**src/rtl/pwm_deadtime_gen.sv**
```systemverilog
// ---------------------------------------------------------------------------
// pwm_deadtime_gen
//   Turns the value of an upstream free-running N-bit up counter into a
//   complementary PWM pair (pwm_h / pwm_l) with programmable dead time, for a
//   half-bridge gate driver. Duty values arrive on a valid/ready handshake into
//   a shadow register and are only applied at counter wrap, so a period is
//   never cut short or stretched by a mid-period duty change.
//
// Ports
//   clk          system clock, all state on rising edge
//   reset        synchronous active-high reset
//   count_in     upstream counter value (N bits, +1 per cycle, wraps)
//   duty_in      requested duty in counts per period (N bits)
//   duty_valid   duty_in is valid
//   duty_ready   shadow register can accept a value (= !pending)
//   pwm_h        high-side drive, registered
//   pwm_l        low-side drive, registered, never high together with pwm_h
//   period_tick  one-cycle pulse aligned with the first raw bit of a period
//   active_duty  duty currently in use
//
// Dead-time FSM states
//   state | meaning
//   H_ON  | high side driven, raw == target == 1
//   L_ON  | low side driven,  raw == target == 0
//   DEAD  | both sides off, dead counter running toward target
// ---------------------------------------------------------------------------
module pwm_deadtime_gen #(
  parameter int N  = 4,
  parameter int DT = 2
) (
  input  logic         clk,
  input  logic         reset,
  input  logic [N-1:0] count_in,
  input  logic [N-1:0] duty_in,
  input  logic         duty_valid,
  output logic         duty_ready,
  output logic         pwm_h,
  output logic         pwm_l,
  output logic         period_tick,
  output logic [N-1:0] active_duty
);

  localparam logic [N-1:0] CNT_MAX = '1;
  localparam logic [3:0]   DT_V    = 4'(DT);
  // The cycle that detects a raw change is already the first both-low cycle,
  // so the counter reloads with DT-1 to make the gap exactly DT cycles.
  localparam logic [3:0]   DT_RELOAD = (DT > 0) ? 4'(DT - 1) : 4'd0;

  typedef enum logic [1:0] {
    H_ON = 2'd0,
    L_ON = 2'd1,
    DEAD = 2'd2
  } state_t;

  logic [N-1:0] prev_count;
  logic [N-1:0] shadow;
  logic         pending;
  logic         raw;
  logic         wrap;
  logic         accept;
  logic [N-1:0] eff_duty;

  state_t       state, state_d;
  logic         target, target_d;
  logic [3:0]   dc, dc_d;
  logic         pwm_h_d, pwm_l_d;

  assign wrap       = (count_in == '0) && (prev_count == CNT_MAX);
  assign duty_ready = !pending;
  assign accept     = duty_valid && !pending;
  // The period that starts on this wrap already compares against the new duty.
  assign eff_duty   = (wrap && pending) ? shadow : active_duty;

  // Wrap detect, shadow handshake and compare
  always_ff @(posedge clk) begin
    if (reset) begin
      prev_count  <= CNT_MAX;
      shadow      <= '0;
      pending     <= 1'b0;
      active_duty <= '0;
      raw         <= 1'b0;
      period_tick <= 1'b0;
    end else begin
      prev_count  <= count_in;
      period_tick <= wrap;
      raw         <= (count_in < eff_duty);
      // accept needs pending==0 and apply needs pending==1: mutually exclusive
      if (accept) begin
        shadow  <= duty_in;
        pending <= 1'b1;
      end else if (wrap && pending) begin
        active_duty <= shadow;
        pending     <= 1'b0;
      end
    end
  end

  // FSM state register (outputs are registered alongside)
  always_ff @(posedge clk) begin
    if (reset) begin
      state  <= DEAD;
      target <= 1'b0;
      dc     <= DT_V;
      pwm_h  <= 1'b0;
      pwm_l  <= 1'b0;
    end else begin
      state  <= state_d;
      target <= target_d;
      dc     <= dc_d;
      pwm_h  <= pwm_h_d;
      pwm_l  <= pwm_l_d;
    end
  end

  // FSM next state
  always_comb begin
    state_d  = state;
    target_d = target;
    dc_d     = dc;
    if (raw != target) begin
      target_d = raw;
      if (DT == 0) begin
        state_d = raw ? H_ON : L_ON;
      end else begin
        state_d = DEAD;
        dc_d    = DT_RELOAD;
      end
    end else if (state == DEAD) begin
      if (dc != 4'd0) begin
        dc_d = dc - 4'd1;
      end else begin
        state_d = target ? H_ON : L_ON;
      end
    end
  end

  // FSM outputs: decoded from the next state so they register with it
  always_comb begin
    pwm_h_d = (state_d == H_ON);
    pwm_l_d = (state_d == L_ON);
  end

endmodule

```
**config.mk**
```make
export PLATFORM = sky130hd
export DESIGN_NAME = pwm_deadtime_gen
export DESIGN_NICKNAME = d
export VERILOG_FILES = /design/src/rtl/pwm_deadtime_gen.sv
export SDC_FILE = /design/constraint.sdc
export NUM_CORES = 1
export LEC_CHECK = 0
export ABC_AREA = 1
export CAP_MARGIN = 20
export CORE_MARGIN = 2
export CORE_UTILIZATION = 53
export CTS_CLUSTER_DIAMETER = 40
export DETAILED_ROUTE_END_ITERATION = 6
export HOLD_SLACK_MARGIN = 0.06
export PLACE_DENSITY = 0.81
export SETUP_SLACK_MARGIN = 0.15
export SLEW_MARGIN = 30
export SYNTH_ARGS = -nofsm -noshare
export SYNTH_HDL_FRONTEND = slang
export SYNTH_SLANG_ARGS = --single-unit
export TNS_END_PERCENT = 5
```
**constraint.sdc**
```tcl
create_clock -name clk -period 3.1 [get_ports clk]
set_input_delay 0.31 -clock clk [delete_from_list [all_inputs] [get_ports clk]]
set_output_delay 0.31 -clock clk [all_outputs]
set_load 0.02 [all_outputs]
```
==> impl_results.html, run 1 <==
<table>
<tr><th>Metric</th><th>Value</th></tr>
<tr><th colspan="2">Worst hold path</th></tr>
<tr><td>Hold Crit Endpoint</td><td>target</td></tr>
<tr><td>Launch instance of the worst min-delay path</td><td>raw</td></tr>
<tr><td>Hold Crit Class</td><td>reg2reg</td></tr>
<tr><td>Worst hold path stage count</td><td>2</td></tr>
<tr><th colspan="2">Synthesis</th></tr>
<tr><td>Synthesized area</td><td>981 um2</td></tr>
<tr><td>Net count after synthesis</td><td>132</td></tr>
<tr><td>Most common cell in the synthesized netlist</td><td>sky130_fd_sc_hd__dfxtp_1</td></tr>
<tr><td>Number of synthesized register bits</td><td>24</td></tr>
<tr><td>Gate Count Post-Synth</td><td>117</td></tr>
<tr><td>Cell types with the highest counts after synthesis</td><td>sky130_fd_sc_hd__dfxtp_1 (24), sky130_fd_sc_hd__nand2_1 (20), sky130_fd_sc_hd__inv_1 (17), sky130_fd_sc_hd__nor2_1 (16)</td></tr>
<tr><td>Cell variety after synth</td><td>25</td></tr>
<tr><td>Yosys warning count</td><td>0</td></tr>
<tr><td>Primary FF master, synth</td><td>sky130_fd_sc_hd__dfxtp_1</td></tr>
<tr><td>Sequential fraction of the synthesis area</td><td>49.0%</td></tr>
<tr><td>Dominant cells by area after synthesis</td><td>sky130_fd_sc_hd__dfxtp_1 (49%), sky130_fd_sc_hd__nand2_1 (7.7%), sky130_fd_sc_hd__inv_1 (6.5%)</td></tr>
<tr><td>Fraction of post-synthesis cell area in the top cell type by area</td><td>49.0%</td></tr>
<tr><td>Mean post-synth cell area</td><td>8.38 um2</td></tr>
<tr><td>Cell type with the largest total area after synthesis</td><td>sky130_fd_sc_hd__dfxtp_1</td></tr>
<tr><td>Fraction of synthesis flops using an asynchronous set or reset pin</td><td>0%</td></tr>
<tr><td>Number of synthesized flops with an enable pin</td><td>0</td></tr>
<tr><th colspan="2">STA</th></tr>
<tr><td>Final total negative setup slack</td><td>0 ns</td></tr>
<tr><td>Worst clock skew</td><td>0.00334 ns</td></tr>
<tr><td>Post-layout minimum cycle time</td><td>1.89 ns</td></tr>
<tr><td>FMAX</td><td>530 MHz</td></tr>
<tr><td>Max-slew violation count</td><td>0</td></tr>
<tr><td>Final hold violations</td><td>0</td></tr>
<tr><td>Worst slew slack as a fraction of its limit</td><td>70.5%</td></tr>
<tr><td>Setup repair after global routing missed its margin</td><td>false</td></tr>
<tr><td>Worst hold margin</td><td>0.473 ns</td></tr>
<tr><td>Finish-stage setup viols</td><td>0</td></tr>
<tr><td>Final worst-path cycle share</td><td>60.8%</td></tr>
<tr><td>Slew of the pin with the lowest slew margin</td><td>0.440 ns</td></tr>
<tr><th colspan="2">Worst setup path</th></tr>
<tr><td>CP Max Fanout</td><td>5</td></tr>
<tr><td>Series of cell instances along the critical path</td><td>clkdlybuf4s50_1 &gt; inv_1 &gt; nand2_1 &gt; nor2_2 &gt; nand3_2 &gt; mux2i_1 &gt; ha_1 &gt; a211o_1 &gt; a21oi_2</td></tr>
<tr><td>R2R setup slack</td><td>1.33 ns</td></tr>
<tr><td>Critical setup path kind</td><td>in2reg</td></tr>
<tr><td>Depth of the worst register-to-register path</td><td>7</td></tr>
<tr><td>Data arrival time of the worst path</td><td>2.15 ns</td></tr>
<tr><td>Required time at the worst-slack endpoint</td><td>3.37 ns</td></tr>
<tr><td>Cell with the biggest individual delay on the critical path</td><td>sky130_fd_sc_hd__clkdlybuf4s50_1</td></tr>
<tr><td>Worst R2R End</td><td>raw</td></tr>
<tr><td>Critical R2R Launch</td><td>prev_count[2]</td></tr>
<tr><td>Largest incremental delay on the critical path</td><td>0.43 ns</td></tr>
<tr><td>Crit. End Element</td><td>flop</td></tr>
<tr><td>Crit start category</td><td>primary input</td></tr>
<tr><th colspan="2">Power and ir drop</th></tr>
<tr><td>Leakage Power</td><td>0.569 nW</td></tr>
<tr><td>Max VDD drop</td><td>365 uV</td></tr>
<tr><td>Power density over the cells</td><td>655 nW/um2</td></tr>
<tr><th colspan="2">Run status</th></tr>
<tr><td>Result of the run</td><td>finished clean</td></tr>
<tr><th colspan="2">Clock tree</th></tr>
<tr><td>Htree depth</td><td>1</td></tr>
<tr><td>CTS tree</td><td>built</td></tr>
<tr><td>Total setup buffers inserted after CTS</td><td>0</td></tr>
<tr><td>Hold Buf Count CTS</td><td>0</td></tr>
<tr><td>Max clock buf depth</td><td>2</td></tr>
<tr><td>Later-pin clock latency in the skew report</td><td>0.32 ns</td></tr>
<tr><td>Clock Tree Root</td><td>sky130_fd_sc_hd__clkbuf_4</td></tr>
<tr><td>CTS clock-pin slew for the worst setup and hold paths</td><td>0.12 ns</td></tr>
<tr><td>Clock net sink count</td><td>24</td></tr>
<tr><td>Post-CTS sizing</td><td>0</td></tr>
<tr><td>CTS buffer count</td><td>3</td></tr>
<tr><th colspan="2">Routing</th></tr>
<tr><td>DRC viols</td><td>0</td></tr>
<tr><td>Count of TritonRoute iterations in the first routing pass</td><td>4</td></tr>
<tr><td>Number of vias after detailed routing</td><td>776</td></tr>
<tr><td>Residual antenna-violating net count after detailed routing</td><td>0</td></tr>
<tr><td>Number of design-rule violations left by the first detailed-router iteration</td><td>14</td></tr>
<tr><td>Detailed Route WL</td><td>1840 um</td></tr>
<tr><td>Detailed-route wire length per cell</td><td>11.3 um</td></tr>
<tr><td>Drt via density</td><td>4.79</td></tr>
<tr><th colspan="2">Layout</th></tr>
<tr><td>Sequential Area</td><td>480 um2</td></tr>
<tr><td>Post-route non-filler standard cell count</td><td>162</td></tr>
<tr><td>Ratio of cells with drive above 1 in the final layout</td><td>12.4%</td></tr>
<tr><td>Area of combinational cells with multiple inputs</td><td>414 um2</td></tr>
<tr><td>Final layout net count</td><td>153</td></tr>
<tr><td>Synth-to-Final Area Change</td><td>24.5%</td></tr>
<tr><td>Final core utilization</td><td>70.7%</td></tr>
<tr><td>Number of antenna cells inserted</td><td>0</td></tr>
<tr><td>Number of filler cells placed in the layout</td><td>157</td></tr>
<tr><th colspan="2">Die</th></tr>
<tr><td>Area enclosed by the die boundary</td><td>2210 um2</td></tr>
<tr><td>Starting density of the core</td><td>56.8%</td></tr>
<tr><td>Row Count</td><td>15</td></tr>
<tr><td>Core outline area</td><td>1730 um2</td></tr>
<tr><td>IO Pins</td><td>19</td></tr>
<tr><td>Vert. Die Dim</td><td>47.0 um</td></tr>
<tr><td>DIE WIDTH</td><td>47.0 um</td></tr>
<tr><th colspan="2">Global routing</th></tr>
<tr><td>Gr usage total</td><td>21.4%</td></tr>
<tr><td>Met3 global-route usage</td><td>5.00%</td></tr>
<tr><td>GR Layer Usage met1</td><td>21.5%</td></tr>
<tr><td>Vias in the first global route</td><td>769</td></tr>
<tr><td>Most used routing layer</td><td>met2</td></tr>
<tr><td>Met2 Track Usage GR</td><td>39.2%</td></tr>
<tr><td>Largest net degree at the start of global routing</td><td>14</td></tr>
<tr><td>Global-route wire length before repair</td><td>3100 um</td></tr>
<tr><td>Number of antenna violations at the first check in global routing</td><td>0</td></tr>
<tr><td>Total gr overflow</td><td>0</td></tr>
<tr><th colspan="2">Placement</th></tr>
<tr><td>Global placement routability congestion</td><td>0.801</td></tr>
<tr><td>Count of placed standard cells including taps</td><td>158</td></tr>
<tr><td>Dpl hpwl</td><td>1460 um</td></tr>
<tr><td>Buffers added on ports</td><td>18</td></tr>
<tr><th colspan="2">Flow run</th></tr>
<tr><td>Max-capacitance violation count</td><td>0</td></tr>
</table>
critical path, delay by kind of cell:
kind / cells / cell delay (ns)
adders and majority gates: 1 / 0.28
AOI/OAI and AO/OA: 2 / 0.39
buffers and inverters: 2 / 0.51
and+or+nand+nor: 3 / 0.42
muxes: 1 / 0.24
registers in the layout, summed over array words and instances, names as in the netlist:
name,count
prev_count,4
pwm_h,1
raw,1
pwm_l,1
active_duty,4
target,1
shadow,4
state,2
dc,4
period_tick,1
pending,1
stage by stage:
stage | cell area, um2 | total power, W | setup WS (ns)
3_5_place_dp | 1180 | 0.000645 | 0.899
4_1_cts | 1220 | 0.000808 | 1.22
5_1_grt | 1220 | 0.000860 | 1.08
3_3_place_gp | 1180 | 0.000633 | 0.955
2_1_floorplan | 981 | 0.000576 | 1.50
6_report | 1220 | 0.000800 | 1.21
kinds of logic after synthesis:
family	count (synthesis)	share of synthesized area, %
AO/OA/AOI/OAI	13	8.67
XOR/XNOR	3	3.44
adder cells (fa/ha/maj)	4	5.10
buffers and inverters	23	8.80
flip-flops	24	49.0
multiplexers	3	3.06
AND/OR/NAND/NOR	47	21.9
layer usage:
metal,vias to the layer above,routed length [um]
met2,17,950
met5,-,0
li1,407,-
met3,4,66
met4,0,50
met1,348,770
layout make-up:
class,count,share of cell area [%]
sequential,24,39.3
multi-input combinational,70,33.9
timing repair buffer,18,14.8
inverter,21,6.45
clock buffer,4,2.97
tap,25,2.56
worst max-delay path by stage:
stage / from / end / cells after the start
finish: count_in[1] / raw / 9
global route: count_in[1] / raw / 9
CTS: count_in[1] / raw / 9
detailed placement: count_in[1] / raw / 9
global placement: count_in[1] / raw / 9
floorplan: count_in[1] / raw / 8
power breakdown:
| part | total (W) | switching (W) | internal, W |
|---|---|---|---|
| Combinational | 0.000256 | 0.000150 | 0.000106 |
| Clock | 0.000163 | 0.0000914 | 0.0000719 |
| Sequential | 0.000380 | 0.0000230 | 0.000357 |
placed cells by master, fill, tap and decap left out, drive strengths merged:
master / synthesis / layout
a211o: 1 / 1
a21oi: 4 / 4
clkbuf: 2 / 4
clkdlybuf4s50: 0 / 18
dfxtp: 24 / 24
ha: 4 / 4
inv: 21 / 21
mux2i: 3 / 3
nand2: 20 / 20
nand3: 4 / 4
nand4: 2 / 2
nor2: 19 / 19
nor3: 1 / 1
o211ai: 1 / 1
o21ai: 5 / 5
o311ai: 1 / 1
o31ai: 1 / 1
or2: 1 / 1
xnor2: 1 / 1
xor2: 2 / 2
Note: power is estimated with default switching activity, not from simulation.
==> inputs of run 2 (changes only) <==
Settings changed: CORE_UTILIZATION 53 to 44, PLACE_DENSITY 0.81 to 0.72.
Clock period 3.1 ns to 1.6 ns, I/O delays scaled along.
==> impl_results.html, run 2 (same netlist as run 1, synthesis figures left out) <==
<table>
<tr><th>Metric</th><th>Value</th></tr>
<tr><th colspan="2">Routing</th></tr>
<tr><td>Number of vias after detailed routing</td><td>836 (was 776)</td></tr>
<tr><td>Residual antenna-violating net count after detailed routing</td><td>0 (unchanged)</td></tr>
<tr><td>Detailed-route wire length per cell</td><td>11.1 um (was 11.3 um)</td></tr>
<tr><td>DRC viols</td><td>0 (unchanged)</td></tr>
<tr><td>Count of TritonRoute iterations in the first routing pass</td><td>4 (unchanged)</td></tr>
<tr><td>Detailed Route WL</td><td>2020 um (was 1840 um)</td></tr>
<tr><td>Number of design-rule violations left by the first detailed-router iteration</td><td>21 (was 14)</td></tr>
<tr><td>Drt via density</td><td>4.62 (was 4.79)</td></tr>
<tr><th colspan="2">Layout</th></tr>
<tr><td>Sequential Area</td><td>485 um2 (was 480 um2)</td></tr>
<tr><td>Area of combinational cells with multiple inputs</td><td>455 um2 (was 414 um2)</td></tr>
<tr><td>Post-route non-filler standard cell count</td><td>181 (was 162)</td></tr>
<tr><td>Commonest non-fill, non-tap cell in the layout</td><td>sky130_fd_sc_hd__dfxtp_1 (unchanged)</td></tr>
<tr><td>Final layout net count</td><td>169 (was 153)</td></tr>
<tr><td>Synth-to-Final Area Change</td><td>45.3% (was 24.5%)</td></tr>
<tr><td>Ratio of cells with drive above 1 in the final layout</td><td>30.7% (was 12.4%)</td></tr>
<tr><td>Top library cells by usage in the layout, fill and taps aside</td><td>sky130_fd_sc_hd__dfxtp_1 (20), sky130_fd_sc_hd__nand2_1 (18), sky130_fd_sc_hd__buf_4 (16) (was sky130_fd_sc_hd__dfxtp_1 (24), sky130_fd_sc_hd__nand2_1 (20), sky130_fd_sc_hd__clkdlybuf4s50_1 (18))</td></tr>
<tr><td>Number of filler cells placed in the layout</td><td>181 (was 157)</td></tr>
<tr><td>Number of antenna cells inserted</td><td>0 (unchanged)</td></tr>
<tr><th colspan="2">Clock tree</th></tr>
<tr><td>CTS clock-pin slew for the worst setup and hold paths</td><td>0.13 ns (was 0.12 ns)</td></tr>
<tr><td>Later-pin clock latency in the skew report</td><td>0.32 ns (about the same)</td></tr>
<tr><td>Max clock buf depth</td><td>2 (unchanged)</td></tr>
<tr><td>Clock Tree Root</td><td>sky130_fd_sc_hd__clkbuf_4 (unchanged)</td></tr>
<tr><td>Htree depth</td><td>1 (unchanged)</td></tr>
<tr><td>CTS tree</td><td>built (unchanged)</td></tr>
<tr><td>Hold Buf Count CTS</td><td>0 (unchanged)</td></tr>
<tr><td>CTS buffer count</td><td>3 (unchanged)</td></tr>
<tr><td>Clock net sink count</td><td>24 (unchanged)</td></tr>
<tr><th colspan="2">STA</th></tr>
<tr><td>Final hold violations</td><td>0 (unchanged)</td></tr>
<tr><td>Worst clock skew</td><td>0.0104 ns (was 0.00334 ns)</td></tr>
<tr><td>Max-slew violation count</td><td>0 (unchanged)</td></tr>
<tr><td>Final worst-path cycle share</td><td>98.8%</td></tr>
<tr><td>Slew of the pin with the lowest slew margin</td><td>0.316 ns (was 0.440 ns)</td></tr>
<tr><td>Post-layout minimum cycle time</td><td>1.58 ns</td></tr>
<tr><td>Final total negative setup slack</td><td>0 ns (unchanged)</td></tr>
<tr><td>FMAX</td><td>633 MHz</td></tr>
<tr><td>Worst hold margin</td><td>0.188 ns (was 0.473 ns)</td></tr>
<tr><td>Finish-stage setup viols</td><td>0 (unchanged)</td></tr>
<tr><td>Setup repair after global routing missed its margin</td><td>true (was false)</td></tr>
<tr><td>Worst slew slack as a fraction of its limit</td><td>78.9% (was 70.5%)</td></tr>
<tr><th colspan="2">Die</th></tr>
<tr><td>Row Count</td><td>17 (was 15)</td></tr>
<tr><td>Core outline area</td><td>2150 um2 (was 1730 um2)</td></tr>
<tr><td>Starting density of the core</td><td>45.7% (was 56.8%)</td></tr>
<tr><td>Area enclosed by the die boundary</td><td>2620 um2 (was 2210 um2)</td></tr>
<tr><td>DIE WIDTH</td><td>51.2 um (was 47.0 um)</td></tr>
<tr><td>IO Pins</td><td>19 (unchanged)</td></tr>
<tr><td>Vert. Die Dim</td><td>51.2 um (was 47.0 um)</td></tr>
<tr><th colspan="2">Flow run</th></tr>
<tr><td>Max-capacitance violation count</td><td>0 (unchanged)</td></tr>
<tr><th colspan="2">Global routing</th></tr>
<tr><td>Largest net degree at the start of global routing</td><td>15 (was 14)</td></tr>
<tr><td>Total gr overflow</td><td>0 (unchanged)</td></tr>
<tr><td>Vias in the first global route</td><td>797 (was 769)</td></tr>
<tr><td>Gr usage total</td><td>17.2% (was 21.4%)</td></tr>
<tr><td>Number of antenna violations at the first check in global routing</td><td>0 (unchanged)</td></tr>
<tr><td>Global-route wire length before repair</td><td>3210 um (was 3100 um)</td></tr>
<tr><th colspan="2">Worst setup path</th></tr>
<tr><td>Required time at the worst-slack endpoint</td><td>1.88 ns (was 3.37 ns)</td></tr>
<tr><td>Crit. End Element</td><td>flop (unchanged)</td></tr>
<tr><td>CP Max Fanout</td><td>4 (was 5)</td></tr>
<tr><td>Data arrival time of the worst path</td><td>1.86 ns (was 2.15 ns)</td></tr>
<tr><td>Crit start category</td><td>primary input (unchanged)</td></tr>
<tr><td>Critical setup path kind</td><td>in2reg (unchanged)</td></tr>
<tr><th colspan="2">Placement</th></tr>
<tr><td>Global placement routability congestion</td><td>0.727 (was 0.801)</td></tr>
<tr><td>Dpl hpwl</td><td>1510 um (was 1460 um)</td></tr>
<tr><td>Buffers added on ports</td><td>18 (unchanged)</td></tr>
<tr><td>Count of placed standard cells including taps</td><td>173 (was 158)</td></tr>
<tr><th colspan="2">Worst hold path</th></tr>
<tr><td>Hold Crit Class</td><td>in2reg (was reg2reg)</td></tr>
<tr><th colspan="2">Power and ir drop</th></tr>
<tr><td>Leakage Power</td><td>0.759 nW (was 0.569 nW)</td></tr>
<tr><td>Power density over the cells</td><td>1220 nW/um2 (was 655 nW/um2)</td></tr>
<tr><td>Max VDD drop</td><td>683 uV (was 365 uV)</td></tr>
<tr><td>Post-route total power</td><td>0.00174 W (was 0.000800 W)</td></tr>
<tr><th colspan="2">Run status</th></tr>
<tr><td>Result of the run</td><td>finished clean (unchanged)</td></tr>
</table>
-- run 2: cell type report --
cell class	count	share of cell area [%]
inverter	21	5.53
timing repair buffer	34	22.3
sequential	24	34.1
clock inverter	1	2.11
multi-input combinational	70	32.0
tap	28	2.46
clock buffer	3	1.58
-- run 2: path summary, 6_finish.rpt --
path	startpoint	end	slack (ns)	cells past startpoint
worst max register to register	prev_count[1]	raw	0.03	7
worst min register to register	raw	target	0.47	2
worst min-delay path	count_in[1]	prev_count[1]	0.19	4
worst max-delay path	count_in[0]	raw	0.02	9
-- run 2: worst max-delay path, cell delays in order --
cell and delay [ns]:
sky130_fd_sc_hd__clkdlybuf4s50_1 0.41, sky130_fd_sc_hd__inv_2 0.06, sky130_fd_sc_hd__nand2_1 0.09, sky130_fd_sc_hd__nor2_4 0.15
sky130_fd_sc_hd__nand3_4 0.12, sky130_fd_sc_hd__mux2i_2 0.18, sky130_fd_sc_hd__ha_1 0.32, sky130_fd_sc_hd__a211o_1 0.27
sky130_fd_sc_hd__a21oi_2 0.09
-- run 2: power by group --
group	internal [W]	switching [W]
registers	0.000695	0.0000501
logic	0.000240	0.000318
clock network	0.000254	0.000185
total	0.00119	0.000553
-- run 2: per-stage QoR --
stage / instance area (um2) / worst slack (ns) / utilization [%]
after floorplan: 983 / 0.101 / -
after global placement: 1280 / -0.322 / 59.6
after detailed placement: 1280 / -0.368 / 59.6
after CTS: 1350 / 0.0199 / 62.8
after global routing: 1430 / -0.0657 / 66.3
final: 1430 / 0.0195 / 66.3
-- run 2: metal layers --
layer	wire [um]	vias up	track usage (%)
met5	0	-	0
met4	77	0	13.2
met3	78	7	4.09
met2	1030	24	29.0
met1	829	367	18.6
li1	-	438	-
-- run 2: what timing repair did --
item                       CTS  global route
pin swaps                    4             5
resized for setup            0            23
cloned                       0             0
setup endpoints to repair    6            11
setup buffers                2             2
